$ cat src/rtl/fetch_pkg.sv
// fetch_pkg: shared sizing constants and the thread id type for the fetch stage
package fetch_pkg;
  localparam int THREAD_INDEX_BITS = 3;
  localparam int NUM_THREADS = 2 ** THREAD_INDEX_BITS;
  localparam int ADDR_WIDTH = 32;
  localparam int INSTR_WIDTH = 32;
  localparam logic [ADDR_WIDTH-1:0] RESET_PC = '0;
  localparam int PC_INCREMENT = 4;
  typedef logic [THREAD_INDEX_BITS-1:0] thread_id_t;
endpackage

$ cat src/rtl/rr_thread_arbiter.sv
// rr_thread_arbiter: combinational round-robin pick of the first enabled thread after pointer
// Ports: mask (eligible threads), pointer (last issued), grant_valid, grant_idx
module rr_thread_arbiter
  import fetch_pkg::*;
#(
  parameter int BITS = THREAD_INDEX_BITS
) (
  input  logic [2**BITS-1:0] mask,
  input  logic [BITS-1:0]    pointer,
  output logic               grant_valid,
  output logic [BITS-1:0]    grant_idx
);
  // Scan from farthest to nearest so the nearest enabled thread after pointer wins;
  // offset 2**BITS wraps back onto pointer itself, giving it the lowest priority.
  always_comb begin
    grant_valid = 1'b0;
    grant_idx = '0;
    for (int k = 2 ** BITS; k >= 1; k--) begin
      if (mask[pointer + BITS'(k)]) begin
        grant_valid = 1'b1;
        grant_idx = pointer + BITS'(k);
      end
    end
  end
endmodule

$ cat src/rtl/fetch_thread_scheduler.sv
// fetch_thread_scheduler: per-thread PCs, round-robin thread pick, imem addressing, fetch/decode outputs
// Ports: clk, reset (sync, active-high); in_thread_enable run mask; in_stall freezes fetch;
//   in_redirect_valid/thread/pc overwrite one thread PC and squash its fetches;
//   out_imem_en/out_imem_addr drive imem, in_imem_data returns one cycle later;
//   out_instruction/out_thread_index/out_pc/out_instruction_valid feed the fetch/decode regs.
// Option: FETCH_PERF_COUNTERS_EN adds out_fetch_count, one saturating 32-bit counter per thread.
module fetch_thread_scheduler
  import fetch_pkg::PC_INCREMENT;
#(
  parameter int INSTR_WIDTH = 32,
  parameter int THREAD_INDEX_BITS = 3,
  parameter int ADDR_WIDTH = 32,
  parameter logic [ADDR_WIDTH-1:0] RESET_PC = '0
) (
  input  logic                                clk,
  input  logic                                reset,
  input  logic [2**THREAD_INDEX_BITS-1:0]     in_thread_enable,
  input  logic                                in_stall,
  input  logic                                in_redirect_valid,
  input  logic [THREAD_INDEX_BITS-1:0]        in_redirect_thread,
  input  logic [ADDR_WIDTH-1:0]               in_redirect_pc,
`ifdef FETCH_PERF_COUNTERS_EN
  output logic [(2**THREAD_INDEX_BITS)*32-1:0] out_fetch_count,
`endif
  output logic                                out_imem_en,
  output logic [ADDR_WIDTH-1:0]               out_imem_addr,
  input  logic [INSTR_WIDTH-1:0]              in_imem_data,
  output logic [INSTR_WIDTH-1:0]              out_instruction,
  output logic [THREAD_INDEX_BITS-1:0]        out_thread_index,
  output logic [ADDR_WIDTH-1:0]               out_pc,
  output logic                                out_instruction_valid
);
  localparam int NUM_THREADS = 2 ** THREAD_INDEX_BITS;
  logic [ADDR_WIDTH-1:0] pc [NUM_THREADS];
  logic [THREAD_INDEX_BITS-1:0] pointer, grant_idx;
  logic grant_valid, issue, squash_issue, squash_held;
  rr_thread_arbiter #(.BITS(THREAD_INDEX_BITS)) arb (
    .mask(in_thread_enable),
    .pointer(pointer),
    .grant_valid(grant_valid),
    .grant_idx(grant_idx)
  );
  assign issue = grant_valid && !in_stall && !reset;
  // A redirect kills both the fetch leaving this cycle and a held wrong-path instruction of that thread
  assign squash_issue = in_redirect_valid && in_redirect_thread == grant_idx;
  assign squash_held = in_redirect_valid && in_redirect_thread == out_thread_index && out_instruction_valid;
  assign out_imem_en = issue;
  assign out_imem_addr = pc[grant_idx];
  assign out_instruction = in_imem_data;
  always_ff @(posedge clk) begin
    if (reset) begin
      for (int i = 0; i < NUM_THREADS; i++) pc[i] <= RESET_PC;
      pointer <= '1;
      out_instruction_valid <= 1'b0;
      out_thread_index <= '0;
      out_pc <= '0;
    end else begin
      if (issue) begin
        pc[grant_idx] <= pc[grant_idx] + ADDR_WIDTH'(PC_INCREMENT);
        pointer <= grant_idx;
        out_thread_index <= grant_idx;
        out_pc <= pc[grant_idx];
        out_instruction_valid <= !squash_issue;
      end else if (!in_stall || squash_held) out_instruction_valid <= 1'b0;
      // Placed after the increment so a redirect overrides +4 on the same thread
      if (in_redirect_valid) pc[in_redirect_thread] <= in_redirect_pc;
    end
  end
`ifdef FETCH_PERF_COUNTERS_EN
  logic [31:0] fetch_count [NUM_THREADS];
  always_ff @(posedge clk) begin
    for (int i = 0; i < NUM_THREADS; i++) begin
      if (reset) fetch_count[i] <= '0;
      else if (issue && !squash_issue && grant_idx == THREAD_INDEX_BITS'(i) && !(&fetch_count[i]))
        fetch_count[i] <= fetch_count[i] + 32'd1;
    end
  end
  for (genvar t = 0; t < NUM_THREADS; t++) begin : g_count
    assign out_fetch_count[32*t+:32] = fetch_count[t];
  end
`endif
endmodule

$ cat config.mk
export PLATFORM = sky130hd
export DESIGN_NAME = fetch_thread_scheduler
export DESIGN_NICKNAME = d
export VERILOG_FILES = /design/src/rtl/fetch_pkg.sv /design/src/rtl/rr_thread_arbiter.sv /design/src/rtl/fetch_thread_scheduler.sv
export SDC_FILE = /design/constraint.sdc
export NUM_CORES = 1
export LEC_CHECK = 0
export BUFFER_PORTS_ARGS = -buffer_cell sky130_fd_sc_hd__buf_2
export CAP_MARGIN = 15
export CORE_MARGIN = 2
export CORE_UTILIZATION = 40
export DETAILED_ROUTE_END_ITERATION = 6
export SYNTH_ARGS = -nofsm -noshare
export SYNTH_HDL_FRONTEND = slang
export SYNTH_SLANG_ARGS = --single-unit
$ cat constraint.sdc
create_clock -name clk -period 9.67 [get_ports clk]
set_input_delay 1.4505 -clock clk [delete_from_list [all_inputs] [get_ports clk]]
set_output_delay 1.4505 -clock clk [all_outputs]
set_load 0.01 [all_outputs]
==> run_results.csv, run 1 <==
group,metric,value,unit
status,status,"finished, final reports clean",
timing,rsz0062_at_grt,"no",
yosys,ys_types,85,
yosys,ys_seq_elements,295,
worst_setup_path,rr_startpoint,"pointer[0]",
worst_setup_path,cpLargestDelayFamily,"compound AO/OA/AOI/OAI gates",
clock_network,cts_buffers,37,
global_route,grt_pass1_wl,92.53,mm
worst_setup_path,crit_path_end_kind,"output port",
timing,totalNegativeSetupSlack,0,ns
worst_setup_path,reg2reg_depth,15,
timing,report.final.slew_viol_count,0,
floorplan,rows,75,
clock_network,cts.clk_slew.worst_paths,0.06,ns
worst_setup_path,worstPathCellList,"inv_1, ha_1, mux4_2, a211oi_1, a32o_1, buf_4, a211o_2, buf_4, a211oi_1, a311oi_1, nor2_1, inv_1, buf_2",
yosys,yosys_warnings,0,
global_route,grt_util_all_layers,28.41,%
clock_network,h-tree-depth,2,
place,placed_area,17720,sq um
place,dp_hpwl,36.82,mm
job,cap_viol_max_count,0,
place,port_buffers,115,
worst_setup_path,path_class,"flop to output port",
routing,dr_total_vias,14360,
worst_setup_path,cp-start-kind,"flop",
floorplan,initial_core_util,40.53,%
clock_network,cts-resized-gates,0,
floorplan,die_x,210.2,um
worst_setup_path,path_max_fanout,52,
timing,hold_ws,0.4589,ns
clock_network,post_cts_buffers,0,
global_route,grt_overflow,0,
worst_setup_path,critPathBufInv,5,
layout,drive_gt1_share,18.46,%
routing,firstDrtPassIters,7,
timing,fin_crit_sh,87.33,%
layout,nets,1674,
routing,wl_per_cell,29.39,um
clock_network,cts-hold-fix-buffers,0,
worst_setup_path,critPathSlowestCell,"a311oi_1",
min_path,hold_depth,2,
global_route,grt_pass1_vias,13760,
yosys,synth_area_leaders,"edfxtp_1 (45%), a22o_1 (7.9%), dfxtp_1 (4.6%)",
floorplan,die_h,210.2,um
min_path,hp-class,"flop to flop",
min_path,worstHoldStart,"out_pc[24]",
yosys,synth_edf_count,256,
worst_setup_path,critPathArrivalTime,6.99,ns
yosys,syn_nets,1680,
floorplan,io_pins,180,
timing,clock_skew,0.01889,ns
floorplan,fp.coreArea,41950,sq um
yosys,synth_ff_type,"edfxtp_1",
routing,drt-initial-drc-count,1988,
global_route,grt_max_degree,69,
timing,fmax,0.1184,GHz
yosys,ys_seq_area_share,49.80,%
worst_setup_path,crit_required,8.22,ns
yosys,synth_area_per_cell,10.64,sq um
worst_setup_path,rrSetupSlack,1.60,ns
worst_setup_path,slowest_delay,0.76,ns
routing,drt_drc_violations_left,0,
yosys,synth_top_area_share,45.21,%
worst_setup_path,r2r-end,"pc[1][26]",
yosys,syn_area,17000,sq um
timing,min_period,8.445,ns
timing,tightest_slew,1.152,ns
layout,final_common_cell,"edfxtp_1",
place,gp_congestion,0.8739,
timing,slew_headroom,23.22,%
global_route,grt_antenna_before_repair,5,
routing,viasPerCell,6.646,
clock_network,ctsLongestPathBuffers,3,
clock_network,clock_latency,0.54,ns
min_path,min_delay_worst_endpoint,"out_pc[24]",
clock_network,cts_root_buf,"clkbuf_16",
yosys,asyncSetResetFlopFracSynth,0,%
layout,syn_to_final_growth,11.80,%
yosys,syn_inst,1598,
layout,layout_common_cells,"edfxtp_1 (256), nand2_1 (198), a22o_1 (153)",
routing,ant_nets,0,
floorplan,dieArea,44170,sq um
timing,hold_violations,0,
routing,wirelength,63.50,mm
clock_network,cts_sinks,295,
layout,final_cell_area,19010,sq um
clock_network,cts_tree,"done",
yosys,synth_top_cell_by_area,"edfxtp_1",
timing,setup_viol,0,
[worst reg2reg max path, stage by stage (launching register included)]
cell,delay [ns]
dfxtp_1,0.74
inv_1,0.28
ha_1,0.71
mux4_2,0.69
a211oi_1,0.58
a32o_1,0.26
buf_4,0.39
a211o_2,0.59
buf_4,0.67
a211oi_1,0.12
a311o_1,0.33
a211oi_1,0.60
and4_1,0.85
nand4_1,0.20
xnor2_1,0.56
o21ai_0,0.22
[stage by stage]
stage / util [%] / std cells / setup slack, ns
6_report: 45.32 / 2161 / 1.225
5_1_grt: 45.30 / 2159 / 0.9272
4_1_cts: 45.28 / 2158 / 1.419
3_5_place_dp: 42.24 / 2091 / 1.790
3_3_place_gp: 42.19 / 2089 / 1.774
2_1_floorplan: - / 1598 / 3.396
[synthesized netlist by cell type (5+ instances only)]
master,instances
nor3_1,35
o21a_1,5
buf_1,39
a22oi_1,17
o21ai_0,69
buf_2,28
buf_6,10
a41oi_1,10
xor2_1,5
or2_2,7
mux2_2,6
a32o_1,7
a21oi_1,15
a311oi_1,9
o31ai_1,8
buf_4,37
a22o_1,153
dfxtp_1,39
nor2_1,80
mux4_2,14
inv_1,62
o211ai_1,11
xnor2_1,24
nand2_1,198
a211o_1,13
nand3_1,26
a211oi_1,34
mux2i_1,64
edfxtp_1,256
a32oi_1,5
or3_1,9
clkbuf_1,89
a31oi_1,28
nand4_1,14
o21ai_1,16
a2111oi_0,68
and3_1,8
[area by class of cell]
class	instances	area [sq um]
diodes	2	5.005
clock buffers	50	1037
clock inverters	17	237.7
fillers	3883	22940
inverters	64	241.5
multi-input cells	1034	7411
flip-flops and latches	295	8468
well taps	539	674.4
repair buffers	160	933.4
[cells by family (layout without fill, tap and decap cells)]
| kind of cell | after synthesis | count (layout) | synth area share, % |
|---|---|---|---|
| muxes | 88 | 88 | 6.483 |
| xor gates and xnor gates | 31 | 31 | 1.685 |
| buffers and inverters | 269 | 291 | 7.543 |
| other | 0 | 2 | 0 |
| DFF | 295 | 295 | 49.80 |
| AOI/OAI and AO/OA | 499 | 499 | 23.08 |
| and+or+nand+nor | 413 | 413 | 11.19 |
| adders and majority gates | 3 | 3 | 0.2208 |
[worst max path at each step]
stage / slack, ns / from / cells past startpoint / to
after floorplan: 3.40 / in_thread_enable[0] / 15 / out_imem_addr[28]
after global placement: 1.77 / pointer[0] / 16 / pc[0][9]
after detailed placement: 1.79 / pointer[0] / 15 / pc[6][26]
after CTS: 1.42 / pointer[0] / 13 / out_imem_addr[27]
after global routing: 0.93 / pointer[0] / 13 / out_imem_addr[27]
final: 1.22 / pointer[0] / 13 / out_imem_addr[25]
[per-layer routing]
layer  track usage, %  vias up  share of wire, %
met2            44.85     1040                46
met5                0        -             0.072
li1                 -     6143                 -
met4            10.44        8               3.5
met1            38.42     6999                39
met3            6.257      172                12
[sequential cells by signal, summed over array words and instances, names as in the netlist]
| signal | cells |
|---|---|
| out_pc | 32 |
| out_instruction_valid | 1 |
| out_thread_index | 3 |
| pc | 256 |
| pointer | 3 |
Power of run 1 is not shown: default switching activity piles up to over one toggle a cycle in this logic, so the estimate is an artifact.
==> run 2: changes to the inputs <==
==> constraint.sdc (replaced) <==
create_clock -name clk -period 9.89 [get_ports clk]
set_input_delay 1.4835 -clock clk [delete_from_list [all_inputs] [get_ports clk]]
set_output_delay 1.4835 -clock clk [all_outputs]
set_load 0.01 [all_outputs]
==> run_results.csv, run 2 (synthesized netlist as in run 1, its figures left out) <==
group,metric,value,unit
status,failed_checks,"DRC",
worst_setup_path,critPathSlowestCell,"nor4_4",
timing,min_period,8.440,ns
worst_setup_path,startpoint,"pointer[0]",
timing,setup_viol,0,
routing,drt_drc_violations_left,5,
worst_setup_path,cpLargestDelayFamily,"compound AO/OA/AOI/OAI gates",
worst_setup_path,crit_required,10.13,ns
global_route,grt_busiest_layer,"met2",
timing,fmax,0.1185,GHz
worst_setup_path,cp-start-kind,"flop",
global_route,grt_pass1_wl,91.49,mm
clock_network,h-tree-depth,2,
min_path,worstHoldStart,"out_pc[24]",
layout,nets,1675,
layout,final_common_cell,"edfxtp_1",
clock_network,cts-resized-gates,0,
layout,largest_reg_flops,256,
place,dp_hpwl,37.27,mm
floorplan,io_pins,180,
place,gp_congestion,0.8755,
place,port_buffers,115,
floorplan,fp.coreArea,41950,sq um
clock_network,cts_tree,"done",
floorplan,die_h,210.2,um
place,dp_cells,2095,
global_route,grt_overflow,0,
layout,syn_to_final_growth,10.56,%
routing,drt-initial-drc-count,1928,
clock_network,cts_root_buf,"clkbuf_16",
floorplan,rows,75,
global_route,grt_max_degree,54,
layout,top_register,"pc",
timing,fin_crit_sh,85.34,%
clock_network,cts_sinks,295,
worst_setup_path,path_class,"flop to flop",
clock_network,clock_latency,0.55,ns
routing,viasPerCell,6.682,
status,status,"finished, violations left",
layout,layout_common_cells,"edfxtp_1 (256), nand2_1 (198), a22o_1 (153)",
layout,reg_top3,"pc (256), out_pc (32)",
timing,clock_skew,0.02770,ns
global_route,grt_antenna_before_repair,7,
routing,ant_nets,0,
routing,firstDrtPassIters,7,
global_route,gr-usage-met1,37.09,%
global_route,met3_usage,6.749,%
timing,report.final.slew_viol_count,0,
floorplan,dieArea,44170,sq um
clock_network,ctsLongestPathBuffers,3,
timing,hold_violations,0,
layout,final_core_util,44.81,%
clock_network,post_cts_buffers,0,
floorplan,initial_core_util,40.53,%
min_path,hp-class,"flop to flop",
global_route,grt_use_met2,44.10,%
global_route,grt_util_all_layers,28.09,%
job,cap_viol_max_count,0,
global_route,grt_pass1_vias,13780,
worst_setup_path,crit_path_end_kind,"flop",
worst_setup_path,crit_top_cell,"inv_1",
place,place_ws,1.727,ns
routing,dr_total_vias,14410,
worst_setup_path,critPathArrivalTime,8.68,ns
clock_network,cts-hold-fix-buffers,0,
timing,rsz0062_at_grt,"no",
worst_setup_path,worstPathCellList,"inv_1, ha_1, mux4_2, a211oi_1, a32o_1, buf_4, a211o_2, a2111oi_0, or4_1, inv_1, ha_1, inv_1, nor4_4, buf_4, nand4_1, xnor2_1, o21ai_0",
timing,tightest_slew,1.171,ns
clock_network,cts.clk_slew.worst_paths,0.06,ns
routing,wirelength,63.18,mm
floorplan,die_x,210.2,um
clock_network,cts_buffers,35,
layout,fin_cells,2157,
worst_setup_path,rr_startpoint,"pointer[0]",
layout,drive_gt1_share,18.00,%
worst_setup_path,critPathBufInv,5,
worst_setup_path,slowest_delay,0.93,ns
routing,wl_per_cell,29.29,um
timing,finalWorstSetupSlack,1.450,ns
timing,slew_headroom,21.94,%
timing,totalNegativeSetupSlack,0,ns
worst_setup_path,path_max_fanout,49,
-- run 2: changes by cell type in the layout (fill, tap and decap cells not counted), sizes merged --
cell / change
clkinv: -3
clkbuf: +1
inv: +1
buf: +3
clkinvlp: -1
bufinv: -4
diode: -1
-- run 2: path summary, 6_finish.rpt --
| kind | slack (ns) | end | cells past startpoint |
|---|---|---|---|
| setup / recovery | 1.45 | pc[7][26] | 17 |
| hold reg to reg | 0.46 | out_pc[24] | 2 |
| hold / removal | 0.46 | out_pc[24] | 2 |
| setup reg to reg | 1.45 | pc[7][26] | 17 |
-- run 2: per-stage QoR --
| step | hold WS [ns] | instance area, sq um |
|---|---|---|
| final | 0.4646 | 18800 |
| after floorplan | 0.4805 | 17000 |
| after global placement | 0.4513 | 17710 |
| after global routing | 0.5036 | 18800 |
| after CTS | 0.4681 | 18800 |
| after detailed placement | 0.4606 | 17740 |
-- run 2: layout make-up --
| cell class | instances | area (sq um) |
|---|---|---|
| Sequential cell | 295 | 8468 |
| Multi-Input combinational cell | 1034 | 7410 |
| Tap cell | 539 | 674.4 |
| Clock inverter | 10 | 102.6 |
| Antenna cell | 1 | 2.502 |
| Clock buffer | 51 | 955.9 |
| Fill cell | 3886 | 23150 |
| Inverter | 64 | 241.5 |
| Timing Repair Buffer | 163 | 943.4 |
-- run 2: worst reg2reg max path, cell delays in order (launching register included) --
cell	delay (ns)
dfxtp_1	0.75
inv_1	0.30
ha_1	0.70
mux4_2	0.69
a211oi_1	0.57
a32o_1	0.26
buf_4	0.39
a211o_2	0.80
a2111oi_0	0.25
or4_1	0.62
inv_1	0.26
ha_1	0.28
inv_1	0.11
nor4_4	0.93
buf_4	0.33
nand4_1	0.12
xnor2_1	0.55
o21ai_0	0.21
-- run 2: layer usage --
layer  vias to the layer above  share of wire, %
met5                         -             0.076
met2                       970                45
met3                       199                12
li1                       6139                 -
met1                      7096                39
met4                         8               4.2
Power of run 2 is left out for the same reason.
==> run 3: changes to the inputs <==
--- a/config.mk
+++ b/config.mk
@@ -5,6 +5,7 @@
 export SDC_FILE = /design/constraint.sdc
 export NUM_CORES = 1
 export LEC_CHECK = 0
+export ABC_AREA = 1
 export BUFFER_PORTS_ARGS = -buffer_cell sky130_fd_sc_hd__buf_2
 export CAP_MARGIN = 15
 export CORE_MARGIN = 2
==> run_results.csv, run 3 <==
group,metric,value,unit
worst_setup_path,critPathArrivalTime,5.84,ns
floorplan,io_pins,180,
routing,wirelength,67.49,mm
layout,drive_gt1_share,12.91,%
routing,drt_drc_violations_left,0,
timing,report.final.slew_viol_count,0,
yosys,yosysMostFrequentCell,"nand2_1",
place,gp_congestion,0.9757,
timing,hold_violations,0,
global_route,grt_pass1_vias,15930,
floorplan,fp.coreArea,44120,sq um
yosys,synth_ff_type,"edfxtp_1",
yosys,ys_seq_elements,295,
yosys,synth_edf_count,256,
global_route,grt_pass1_wl,99.56,mm
worst_setup_path,rr_startpoint,"pointer[1]",
layout,top_register,"pc",
worst_setup_path,startpoint,"pointer[1]",
layout,syn_to_final_growth,10.48,%
worst_setup_path,reg2reg_depth,25,
worst_setup_path,endpoint,"out_imem_addr[2]",
global_route,grt_overflow,0,
clock_network,cts_sinks,295,
timing,fmax,0.1365,GHz
timing,fin_crit_sh,74.06,%
timing,totalNegativeSetupSlack,0,ns
yosys,synth_top_area_share,43.03,%
routing,wl_per_cell,22.43,um
routing,ant_nets,0,
floorplan,die_x,215.3,um
layout,nets,2473,
global_route,grt_max_degree,160,
timing,slew_headroom,29.35,%
yosys,syn_area,17860,sq um
min_path,worstHoldStart,"out_pc[11]",
clock_network,cts-hold-fix-buffers,0,
min_path,hp-class,"flop to flop",
layout,reg_top3,"pc (256), out_pc (32)",
layout,fin_cells,3009,
global_route,grt_antenna_before_repair,2,
timing,rsz0062_at_grt,"no",
worst_setup_path,path_class,"flop to output port",
clock_network,h-tree-depth,2,
routing,dr_total_vias,16980,
yosys,yosys_warnings,0,
timing,min_period,7.325,ns
status,status,"finished, final reports clean",
routing,firstDrtPassIters,6,
place,dp_hpwl,42.71,mm
yosys,synth_area_leaders,"edfxtp_1 (43%), nand2_1 (23%), dfxtp_1 (4.4%)",
worst_setup_path,crit_path_end_kind,"output port",
clock_network,cts.clk_slew.worst_paths,0.06,ns
floorplan,dieArea,46370,sq um
worst_setup_path,critPathSlowestCell,"nand2_8",
floorplan,die_h,215.3,um
worst_setup_path,r2r-end,"pc[1][16]",
yosys,synth_commonest_cells,"nand2_1 (1,077), edfxtp_1 (256), inv_1 (198), nand3_1 (154), o22ai_1 (106)",
yosys,syn_inst,2383,
timing,tightest_slew,1.057,ns
routing,viasPerCell,5.641,
layout,largest_reg_flops,256,
yosys,ys_seq_area_share,47.40,%
clock_network,ctsLongestPathBuffers,3,
yosys,synth_area_per_cell,7.497,sq um
clock_network,cts_root_buf,"clkbuf_16",
timing,clock_skew,0.01474,ns
clock_network,clock_latency,0.55,ns
yosys,syn_nets,2465,
clock_network,cts_tree,"done",
yosys,ys_types,40,
place,port_buffers,115,
worst_setup_path,crit_required,8.41,ns
layout,final_common_cell,"nand2_1",
worst_setup_path,slowest_delay,0.71,ns
yosys,synth_top_cell_by_area,"edfxtp_1",
place,dp_cells,2946,
worst_setup_path,path_max_fanout,159,
routing,drt-initial-drc-count,2096,
layout,layout_common_cells,"nand2_1 (1,076), edfxtp_1 (256), inv_1 (198)",
worst_setup_path,worstPathCellList,"inv_1, ha_1, inv_1, nand3_1, nand3_2, nand2_2, nor2_2, nand2_1, nand2_1, nand2_1, nand2_4, nand2_8, inv_1, buf_4, nor2_1, o21ai_0, nand2_1, nor2_2, buf_2",
clock_network,cts-resized-gates,0,
yosys,asyncSetResetFlopFracSynth,0,%
worst_setup_path,crit_top_cell,"nand2_1",
job,cap_viol_max_count,0,
floorplan,rows,77,
clock_network,post_cts_buffers,0,
worst_setup_path,rrSetupSlack,2.94,ns
worst_setup_path,cp-start-kind,"flop",
global_route,grt_util_all_layers,28.75,%
timing,setup_viol,0,
floorplan,initial_core_util,40.49,%
clock_network,cts_buffers,35,
## run 3: cell type report
type	instances	area, sq um
Antenna cell	1	2.502
Clock buffer	50	1061
Clock inverter	12	91.34
Fill cell	4508	24390
Inverter	210	790.8
Multi-Input combinational cell	1706	7797
Sequential cell	295	8468
Tap cell	592	740.7
Timing Repair Buffer	143	785.8
## run 3: worst min-delay path by stage
| stage | to | slack [ns] | cells past startpoint |
|---|---|---|---|
| 2_1_floorplan | out_pc[5] | 0.48 | 2 |
| 3_3_place_gp | out_pc[16] | 0.44 | 2 |
| 3_5_place_dp | out_pc[11] | 0.44 | 2 |
| 4_1_cts | out_pc[5] | 0.46 | 2 |
| 5_1_grt | out_pc[6] | 0.48 | 2 |
| 6_report | out_pc[11] | 0.46 | 2 |
## run 3: cells by family after synthesis
family | share of synthesized area, %
and+or+nand+nor | 34.22
buffers and inverters | 9.742
DFF | 47.40
AOI/OAI and AO/OA | 7.375
xor gates and xnor gates | 1.051
adders and majority gates | 0.2101
## run 3: per-layer routing
metal / wire length (um) / part of all wire, % / GRT usage, %
met1: 26480 / 39 / 38.25
met2: 30330 / 45 / 45.09
met3: 7873 / 12 / 6.285
met4: 2809 / 4.2 / 12.62
met5: 0 / 0 / 0
## run 3: critical path, delay by kind of cell, from the launching register on
kind	cells	cell delay (ns)
compound gates	1	0.18
fa+ha+maj	1	0.45
simple gates	12	2.73
flops	1	0.58
buf+inv	5	1.25
## run 3: per-stage QoR
| stage | hold WS (ns) | instance area [sq um] | setup slack (ns) | utilization (%) |
|---|---|---|---|---|
| floorplan | 0.4761 | 17860 | 5.055 | - |
| global placement | 0.4358 | 18580 | 3.104 | 42.11 |
| detailed placement | 0.4447 | 18580 | 2.975 | 42.11 |
| CTS | 0.4584 | 19740 | 2.743 | 44.73 |
| global route | 0.4763 | 19740 | 2.252 | 44.73 |
| finish | 0.4559 | 19740 | 2.565 | 44.73 |
Power of run 3 is left out for the same reason.
